--- config.mk ---
export PLATFORM = sky130hd
export DESIGN_NAME = irq_pending_ctrl
export DESIGN_NICKNAME = d
export VERILOG_FILES = /design/src/rtl/irq_pkg.sv /design/src/rtl/prio_enc_8to3.sv /design/src/rtl/irq_pending_ctrl.sv
export SDC_FILE = /design/constraint.sdc
export NUM_CORES = 1
export LEC_CHECK = 0
export ABC_AREA = 1
export CORE_MARGIN = 8
export CORE_UTILIZATION = 45
export CTS_CLUSTER_DIAMETER = 40
export DETAILED_ROUTE_END_ITERATION = 10
export GPL_ROUTABILITY_DRIVEN = 0
export PLACE_DENSITY = 0.78
export SYNTH_ARGS = -nofsm -noshare
export SYNTH_HDL_FRONTEND = slang
export SYNTH_HIERARCHICAL = 1
export SYNTH_SLANG_ARGS = --single-unit
export TNS_END_PERCENT = 50
--- constraint.sdc ---
create_clock -name clk -period 1.7 [get_ports clk]
set_clock_uncertainty 0.15 [all_clocks]
set_input_delay 0.34 -clock clk [delete_from_list [all_inputs] [get_ports clk]]
set_output_delay 0.34 -clock clk [all_outputs]
set_load 0.1 [all_outputs]
--- src/rtl/irq_pkg.sv ---
// Shared constants and FSM state encoding for the interrupt pending controller.
package irq_pkg;

    localparam int N_REQ = 8;
    localparam int IDX_W = 3;

    typedef enum logic [1:0] {
        ST_IDLE    = 2'd0,
        ST_PRESENT = 2'd1,
        ST_GAP     = 2'd2
    } irq_state_t;

endpackage

--- src/rtl/prio_enc_8to3.sv ---
// Combinational priority encoder: index of the highest set bit (bit 7 wins).
module prio_enc_8to3
    import irq_pkg::*;
(
    input  logic [N_REQ-1:0] i_vec,
    output logic [IDX_W-1:0] o_idx,
    output logic             o_any
);

    // Ascending scan so the last (highest) set bit overwrites lower ones.
    always_comb begin
        o_idx = '0;
        for (int i = 0; i < N_REQ; i++) begin
            if (i_vec[i]) begin
                o_idx = IDX_W'(i);
            end
        end
    end

    assign o_any = |i_vec;

endmodule

--- src/rtl/irq_pending_ctrl.sv ---
// Interrupt front-end: edge capture, pending register, masked priority
// selection and valid/ack presentation with a mandatory gap between grants.
module irq_pending_ctrl
    import irq_pkg::*;
(
    input  logic             clk,
    input  logic             rst_n,
    input  logic [N_REQ-1:0] req_in,
    input  logic [N_REQ-1:0] mask,
    input  logic             irq_ack,
    output logic             irq_valid,
    output logic [IDX_W-1:0] irq_idx,
    output logic [N_REQ-1:0] pending
);

    logic [N_REQ-1:0] r_req_prev;
    logic [N_REQ-1:0] r_pending;
    irq_state_t       r_state;
    logic             r_valid;
    logic [IDX_W-1:0] r_idx;

    logic [N_REQ-1:0] w_new_req;
    logic [N_REQ-1:0] w_clr;
    logic [N_REQ-1:0] w_eligible;
    logic [IDX_W-1:0] w_sel;
    logic             w_any;
    logic             w_ack;

    assign w_new_req  = req_in & ~r_req_prev;
    assign w_ack      = (r_state == ST_PRESENT) && irq_ack;
    assign w_clr      = w_ack ? (N_REQ'(1) << r_idx) : '0;
    assign w_eligible = r_pending & mask;

    prio_enc_8to3 u_prio (
        .i_vec (w_eligible),
        .o_idx (w_sel),
        .o_any (w_any)
    );

    // Set after clear so a new edge on the serviced bit keeps it pending.
    always_ff @(posedge clk or negedge rst_n) begin
        if (!rst_n) begin
            r_req_prev <= '0;
            r_pending  <= '0;
        end else begin
            r_req_prev <= req_in;
            r_pending  <= (r_pending & ~w_clr) | w_new_req;
        end
    end

    always_ff @(posedge clk or negedge rst_n) begin
        if (!rst_n) begin
            r_state <= ST_IDLE;
            r_valid <= 1'b0;
            r_idx   <= '0;
        end else begin
            case (r_state)
                ST_IDLE: begin
                    if (w_any) begin
                        r_idx   <= w_sel;
                        r_valid <= 1'b1;
                        r_state <= ST_PRESENT;
                    end
                end
                ST_PRESENT: begin
                    if (irq_ack) begin
                        r_valid <= 1'b0;
                        r_state <= ST_GAP;
                    end
                end
                ST_GAP: begin
                    r_state <= ST_IDLE;
                end
                default: begin
                    r_valid <= 1'b0;
                    r_state <= ST_IDLE;
                end
            endcase
        end
    end

    assign irq_valid = r_valid;
    assign irq_idx   = r_idx;
    assign pending   = r_pending;

endmodule

# [Word level (Yosys, flattened, before mapping)]
# Index checks and enable logic that the tools add are counted.
[classes] addsub=0 n_mul=0 div_mod_pow=0 magnitude_cmp=0 n_eq_ne=4 shift=1 n_mux=14 n_bitwise=7 reduce_logical=6
[ops] cell="bitwise AND 8 bit" count=3
[ops] cell="inverter 8 bit" count=2
[ops] cell="2-to-1 mux 3 bit" count=4
[ops] cell="2-to-1 mux 2 bit" count=4
[ops] cell="2-to-1 mux 8 bit" count=1
[ops] cell="bitwise OR 8 bit" count=1
[ops] cell="OR reduction 8 bit" count=1
[ops] cell="left shift 1 x 3 -> 8 bit (first input constant)" count=1
[ops] cell="one-hot mux 2 bit (2 select lines)" count=1
[ops] cell="AND reduction 2 bit" count=2
[ops] cell="2-to-1 mux 1 bit" count=3
[ops] cell="one-hot mux 1 bit (3 select lines)" count=1
[ops] cell="AND reduction 3 bit" count=1
[ops] cell="equality test 2 x 1 -> 1 bit (second input constant)" count=1
[ops] cell="equality test 2 bit (second input constant)" count=1
[ops] cell="logical NOT 2 bit" count=1
[ops] cell="!= test 2 x 1 -> 1 bit (second input constant)" count=1
[ops] cell="!= test 2 bit (second input constant)" count=1
[ops] cell="logical AND 1 bit" count=1
[ops] cell="inverter 1 bit" count=1
[totals] register_bits=22 latchBits=0 ramBits=0 rom_bits=0 input_bits=19 out_inout_bits=12 wordCells=37 mem_count=0

# [Depth between registers and ports, before layout]
# Gate-level depths: netlist of the first run.
[depth] word_depth=8 depth_mapped=11 mapped_depth_nobuf=11

# [Cells and area by module]
# Netlist of the first run, hierarchy kept.
[by_module_without_submodules] mod="irq_pending_ctrl" instances=1 cells_each=109 area_each_um2=912.1 seq_area_each_um2=550.5
[by_module_without_submodules] mod="prio_enc_8to3" instances=1 cells_each=20 area_each_um2=77.6 seq_area_each_um2=0.0

# [Worst setup path after synthesis of the first run]
# Ideal clock, no wire load.
[synth_timing] path_kind="register -> register" start="register r_pending[3] (netlist: pending[3])" end="register r_idx[0] (netlist: irq_idx[0])" setup_time_ns=0.128 arrival_ns=1.578 t_required_ns=1.422 slack_ns=-0.156 stages_incl_launch_ff=10 n_path_buf=0 synth_period_minus_slack_ns=1.856 path_cell_list="dfrtp_1 > nand2_1 > inv_1 > inv_1 > nand2_1 > nor3_1 > nand3_1 > nand3_2 > nor2_1 > a21oi_1"
[synth_via] elab_cells_between_ends=8 classes_between="mux: 5; bitwise: 1; reduce/logical: 2"
[synth_rtl] element="start: declaration" line="irq_pending_ctrl.sv:17" source="logic [N_REQ-1:0] r_pending;"
[synth_rtl] element="start signal: assignment" line="irq_pending_ctrl.sv:47" source="r_pending <= (r_pending & ~w_clr) | w_new_req;"
[synth_rtl] element="bitwise AND 8 bit" line="irq_pending_ctrl.sv:32" source="assign w_eligible = r_pending & mask;"
[synth_rtl] element="net w_eligible[3]" line="irq_pending_ctrl.sv:24" source="logic [N_REQ-1:0] w_eligible;"
[synth_rtl] element="OR reduction 8 bit" line="prio_enc_8to3.sv:20" source="assign o_any = |i_vec;"
[synth_rtl] element="net w_any" line="irq_pending_ctrl.sv:26" source="logic w_any;"
[synth_rtl] element="AND reduction 2 bit (no source line)"
[synth_rtl] element="end signal: assignment" line="irq_pending_ctrl.sv:60" source="r_idx <= w_sel;"
[synth_rtl] element="end: declaration" line="irq_pending_ctrl.sv:20" source="logic [IDX_W-1:0] r_idx;"
# The timed path passes the listed nets, and every way through them passes these cells.
# A chain may end at the register's enable or synchronous reset.

# [Worst setup path in the final report of the first run]
[layout_timing] start="register r_idx[2] (netlist: irq_idx[2])" end="output irq_idx[2]"
[layout_rtl] element="end: declaration" line="irq_pending_ctrl.sv:12" source="output logic [IDX_W-1:0] irq_idx,"
# No word-level cell between the ends.

==> results of run 1 <==
-- cells by family (layout without fill, tap and decap cells) --
| family | after synthesis | after routing | share of synthesized area, % |
|---|---|---|---|
| compound gates | 6 | 6 | 3.03 |
| simple gates | 73 | 73 | 30.7 |
| flops | 22 | 22 | 55.6 |
| buf+inv | 28 | 64 | 10.6 |
-- power by group through the flow --
stage	Clock (mW)	Combinational [mW]	Sequential [mW]
after detailed placement	0	1.42	0.814
after global placement	0	1.40	0.810
final	0.295	1.42	0.803
after floorplan	0	0.316	1.35
after CTS	0.303	1.42	0.802
after global routing	0.328	1.48	0.822
-- cell type report --
type | count | area share, %
well taps | 28 | 2.33
inverters | 28 | 6.98
repair buffers | 32 | 28.9
flip-flops and latches | 22 | 37.2
clock buffers | 4 | 2.41
multi-input cells | 79 | 22.2
-- how the worst max path moves through the flow --
stage          slack, ps  startpoint          to
5_1_grt               60  irq_idx[2]  irq_idx[2]
4_1_cts              100  irq_idx[2]  irq_idx[2]
6_report             110  irq_idx[2]  irq_idx[2]
3_3_place_gp         -30     mask[3]  irq_idx[1]
2_1_floorplan         10  irq_idx[0]  pending[2]
3_5_place_dp        -180     mask[3]  irq_idx[0]
-- metrics by stage --
step | worst slack [ps] | TNS (ps)
floorplan | 14.6 | 0
global placement | -25.1 | -79.1
detailed placement | -182 | -842
CTS | 97.1 | 0
global route | 58.8 | 0
finish | 107 | 0
-- routing by layer --
layer | wire length [µm] | part of all wire, % | vias to the layer above | GRT usage, %
met1 | 926 | 40 | 410 | 13.1
met5 | 0 | 0 | - | 0
met2 | 1250 | 54 | 24 | 22.4
met4 | 70 | 3.0 | 0 | 9.40
met3 | 86 | 3.7 | 7 | 1.97
li1 | - | - | 446 | -
-- registers in the layout (all words and copies together), names as in the netlist --
name,flops
pending,8
r_req_prev,8
irq_idx,3
r_state,2
irq_valid,1
-- layout by cell type, fill, tap and decap left out, drive strengths merged --
master,instances
dfrtp,22
nand2,55
nor2,13
clkdlybuf4s50,18
o21ai,3
inv,28
a21oi,3
nand3,4
clkbuf,4
nor3,1
buf,14
==> metrics.md, run 1 <==
| Metric | Value |
|---|---|
| Status | `completed` |
| IO Port Bufs | `30` |
| Hpwl dp | `1860 µm` |
| Syn Nets | `approximately 150` |
| WL/cell | `approximately 12 µm` |
| Most numerous cell in the Yosys netlist | `nand2_1` |
| Sequential share of the synthesized area | `55.6%` |
| Relative slew slack | `77.4%` |
| Clock-pin slew on the worst setup and hold paths | `120 ps` |
| RSZ-0062 raised after global routing | `no` |
| Cell Pwr Density | `1670 mW/mm²` |
| Max IR drop VDD | `1090 µV` |
| Capture point of the worst reg-to-reg path | `irq_idx[0]` |
| DRT Wirelength | `2340 µm` |
| Clock power frac | `approximately an eighth` |
| Number of global-route vias before repair | `roughly 970` |
| Slew Limit Fails | `0` |
| Multi-input gate area | `334 µm²` |
| Leading area contributor after synthesis | `dfrtp_1` |
| Final period util | `93.7%` |
| # fillers | `between 150 and 200` |
| Core area | `0.00215 mm²` |
| Synth area leaders | `dfrtp_1 (56%), nand2_1 (20%), inv_1 (9.5%)` |
| MaxCap Viol Count | `0` |
| Die height | `62.9 µm` |
| Top cells by count, synth | `nand2_1 (54), inv_1 (25), dfrtp_1 (22)` |
| Final min period | `around 1600 ps` |
| Gate power share | `56.4%` |
| Crit path cell chain | `buf_12` |
| Post-CTS Hold Buffers | `0` |
| Leak | `0.811 nW` |
| DRC viols | `0` |
| R2R Setup Slk | `roughly 130 ps` |
| Max Clock Freq | `between 0.6 and 0.7 GHz` |
| Fin. Hold Viols | `0` |
| FF-to-FF Start | `pending[3]` |
| Switching part of the total | `50.0%` |
| Initial antenna violation count | `0` |
| Hold slack | `207 ps` |
| CP max-delay cell | `dfrtp_1` |
| Cell Area, Placed | `around 0.0015 mm²` |
| CP Depth | `1` |
| CTS Buf Count | `3` |
| Power Total | `2.52 mW` |
| Register bit count reported by yosys | `22` |
| Net Sw Power | `1.26 mW` |
| Total GRT Usage | `between 10% and 20%` |
| Worst skew pair latency | `310 ps` |
| Remaining antenna violation count | `0` |
| CTS root buffer | `clkbuf_4` |
| Post-CTS setup buffer count | `0` |
| Power Internal | `approximately 1.3 mW` |
| Initial Util | `46.1%` |
| Sequential power share | `31.9%` |
| Core Util, Final | `70.1%` |
| Number of synthesized flops with an enable pin | `0` |
| CP delay by family, top | `flip-flops` |
| Startpoint Class | `register` |
| Htree depth | `1` |
| Design Area, Final | `about 0.0015 mm²` |
| Synthesis-to-layout area growth | `52.2%` |
| Syn avg cell area | `7.67 µm²` |
| Post-cts resize count | `0` |
| Synth Flop Type | `dfrtp_1` |
| Data arrival, critical path | `1100 ps` |
| Via-per-instance ratio | `~4.6` |
| Yosys cell types | `12` |
| Maximum clock path buffer count | `2` |
| Grt ovf | `0` |
| Final setup vio count | `0` |
| Setup CP Type | `reg -> out` |
| Critical path fanouts, max | `7` |
| First-pass GRT wire length | `between 4000 and 5000 µm` |
| Fraction of registers with async set/reset | `100%` |
| Drt first pass iters | `4` |
| Worst path bufs/invs | `1` |
| Post-synth top area share | `55.6%` |
| Largest net degree at the start of global routing | `23` |
| Fin cells | `~190` |
| ANT cells | `0` |
| Ports | `31` |
| FP Rows | `17` |
| Placed cell count | `189` |
| Min-Delay Path Class | `in -> async` |
| Worst Max-Slew Pin Slew | `340 ps` |
| R2r worst-path depth | `9` |
| Max incr delay on CP | `560 ps` |
| Synth Instances | `129` |
| Synth warnings | `6` |
| Synthesized area | `990 µm²` |
| Die footprint | `0.00396 mm²` |
| Share of layout cells above drive strength 1 | `19.4%` |
| FF+latch area | `561 µm²` |
| CP endpoint kind | `output port` |
| Chip Width | `between 60 and 70 µm` |
| Via Count | `887` |
| Starting DRT DRC Count | `28` |
| CTS tree | `done` |
| CTS Sinks | `22` |
| Nets | `185` |
| Worst path required time | `1210 ps` |
No activity file was read; power rests on OpenSTA's default activity.
==> run 2: changes to the inputs <==
- CTS_CLUSTER_SIZE: default -> 30
==> results of run 2 <==
The final DEF is identical to that of run 1; final timing and power are the same.
==> run 3: changes to the inputs <==
- CORE_MARGIN: 8 -> 5
==> run 3 against run 2 <==
  * Die area down 18%
  * Power grew 3.9%
  * Largest cell class unchanged
  * Non-clock buffer count is 1 higher
  * Sequential share of layout area fell by 0.58 points
  * Critical path depth unchanged
  * Count of clock-buffer cells in the layout is 1 lower
  * Register-to-register slack improved by 70 ps
  * Fmax grew 0.90%
  * Core utilization rose by 1.1 points
  * Critical endpoint unchanged
  * First-iteration DRC count increased by 3.6%
  * Hold slack barely moved
  * Clock power grew 35%
==> metrics.md, run 3 (same netlist as run 1, synthesis figures left out) <==
| Metric | Value |
|---|---|
| Fin. Hold Viols | `0 (unchanged)` |
| Core area | `0.00215 mm² (unchanged)` |
| IO Port Bufs | `30 (unchanged)` |
| MaxCap Viol Count | `0 (unchanged)` |
| Post-CTS setup buffer count | `0 (unchanged)` |
| Via Count | `879 (-0.90%)` |
| Setup CP Type | `reg -> out` |
| Worst path required time | `1210 ps (about the same)` |
| FP Rows | `17 (unchanged)` |
| Max Clock Freq | `0.633 GHz (+0.90%)` |
| Final min period | `1580 ps (-14.2 ps)` |
| Slew Limit Fails | `0 (unchanged)` |
| Design Area, Final | `0.00153 mm² (+1.6%)` |
| Htree depth | `1 (unchanged)` |
| Cell Pwr Density | `1710 mW/mm² (+2.3%)` |
| Worst Max-Slew Pin Slew | `322 ps (-17.8 ps)` |
| Most frequent cells in the layout | `nand2_1 (54), inv_1 (25), clkdlybuf4s50_1 (18), dfrtp_1 (14)` |
| Min-Delay Path Class | `in -> async` |
| Final setup vio count | `0 (unchanged)` |
| Clock-pin slew on the worst setup and hold paths | `120 ps (about the same)` |
| Post-CTS Hold Buffers | `0 (unchanged)` |
| CP endpoint kind | `output port` |
| Initial antenna violation count | `0 (unchanged)` |
| Startpoint Class | `register` |
| DRC viols | `0 (unchanged)` |
| DRT Wirelength | `2080 µm (-11%)` |
| Crit path cell chain | `buf_12` |
| Sum Neg Setup Slack | `0 ps (unchanged)` |
| Chip Width | `56.9 µm (-9.5%)` |
| Cell Area, Placed | `0.00148 mm² (+0.51%)` |
| Worst skew pair latency | `310 ps (about the same)` |
| Share of layout cells above drive strength 1 | `19.9% (+0.49 points)` |
| Data arrival, critical path | `1090 ps (about the same)` |
| Status | `completed` |
| Commonest non-fill, non-tap cell in the layout | `nand2_1` |
| Max incr delay on CP | `550 ps (about the same)` |
| # fillers | `162 (-5.3%)` |
| Drt first pass iters | `4 (unchanged)` |
| Maximum clock path buffer count | `2 (unchanged)` |
| Relative slew slack | `78.5% (+1.2 points)` |
| CTS tree | `done` |
| Total GRT Usage | `14.3% (+1.6 points)` |
| Via-per-instance ratio | `4.53 (-1.4%)` |
| Number of global-route vias before repair | `842 (-13%)` |
| First-pass GRT wire length | `3610 µm (-12%)` |
| Die footprint | `0.00324 mm² (-18%)` |
| Leak | `0.823 nW (+1.5%)` |
| CTS Buf Count | `3 (unchanged)` |
| CTS Sinks | `22 (unchanged)` |
| Hpwl dp | `1670 µm (-10%)` |
| Largest net degree at the start of global routing | `23 (unchanged)` |
| Critical path fanouts, max | `7 (unchanged)` |
| Grt ovf | `0 (unchanged)` |
| Worst path bufs/invs | `1 (unchanged)` |
| Remaining antenna violation count | `0 (unchanged)` |
| Hold slack | `206 ps (-0.464 ps)` |
| Die height | `56.9 µm (-9.5%)` |
| Synthesis-to-layout area growth | `54.6%` |
| Max IR drop VDD | `1340 µV (+23%)` |
| ANT cells | `0 (unchanged)` |
| Ports | `31 (unchanged)` |
| Initial Util | `46.1% (unchanged)` |
| CP max-delay cell | `dfrtp_1` |
| CTS root buffer | `clkbuf_4` |
| Multi-input gate area | `334 µm² (unchanged)` |
| Final period util | `92.9% (-0.84 points)` |
| Placed cell count | `190 (+0.53%)` |
| Nets | `186 (+0.54%)` |
| Starting DRT DRC Count | `29 (+3.6%)` |
| CP delay by family, top | `flip-flops` |
| RSZ-0062 raised after global routing | `no` |
| Fin cells | `194 (+0.52%)` |
| WL/cell | `10.7 µm (-11%)` |
| Post-cts resize count | `0 (unchanged)` |
| FF+latch area | `561 µm² (unchanged)` |
## run 3: cell types whose count changed in the layout (fill, tap and decap cells not counted)
cell	previous run	this run
buf_4	2	3
bufinv_16	0	1
clkbuf_8	1	0
## run 3: stage by stage
step           util [%]  setup slack [ps]  power, mW
6_report           71.2               121       2.61
5_1_grt            71.2              51.3       2.75
4_1_cts            71.2               113       2.63
3_5_place_dp       68.8             -85.5       2.23
3_3_place_gp       68.8             -47.0       2.21
2_1_floorplan         -              14.6       1.66
## run 3: where the power goes
group / leakage [nW] / internal, mW / total (mW) / switching (mW)
Sequential: 0.229 / 0.643 / 0.801 / 0.157
Combinational: 0.566 / 0.492 / 1.41 / 0.923
Clock: 0.0279 / 0.239 / 0.399 / 0.160
## run 3: path summary, 6_finish.rpt
kind / from / end / slack, ps / depth (start not counted)
max: irq_idx[2] / irq_idx[2] / 120 / 1
min: rst_n / pending[2] / 210 / 2
max reg2reg: pending[2] / irq_idx[1] / 200 / 9
min reg2reg: r_req_prev[2] / pending[2] / 330 / 3
max in group asynchronous: rst_n / pending[7] / 960 / 2
min in group clk: req_in[0] / r_req_prev[0] / 330 / 1
## run 3: area by class of cell
type / instances / area share (%)
clock buffer: 3 / 1.47
clock inverter: 1 / 1.96
inverter: 28 / 6.87
multi-input combinational: 79 / 21.8
sequential: 22 / 36.6
tap: 28 / 2.29
timing repair buffer: 33 / 28.9
## run 3: layer usage
layer  global-route usage (%)  part of all wire, %  vias up
met5                        0                    0        -
met4                     8.94                  2.7        0
met3                     2.99                  4.7        5
met2                     24.0                   52       20
met1                     16.3                   41      408
li1                         -                    -      446
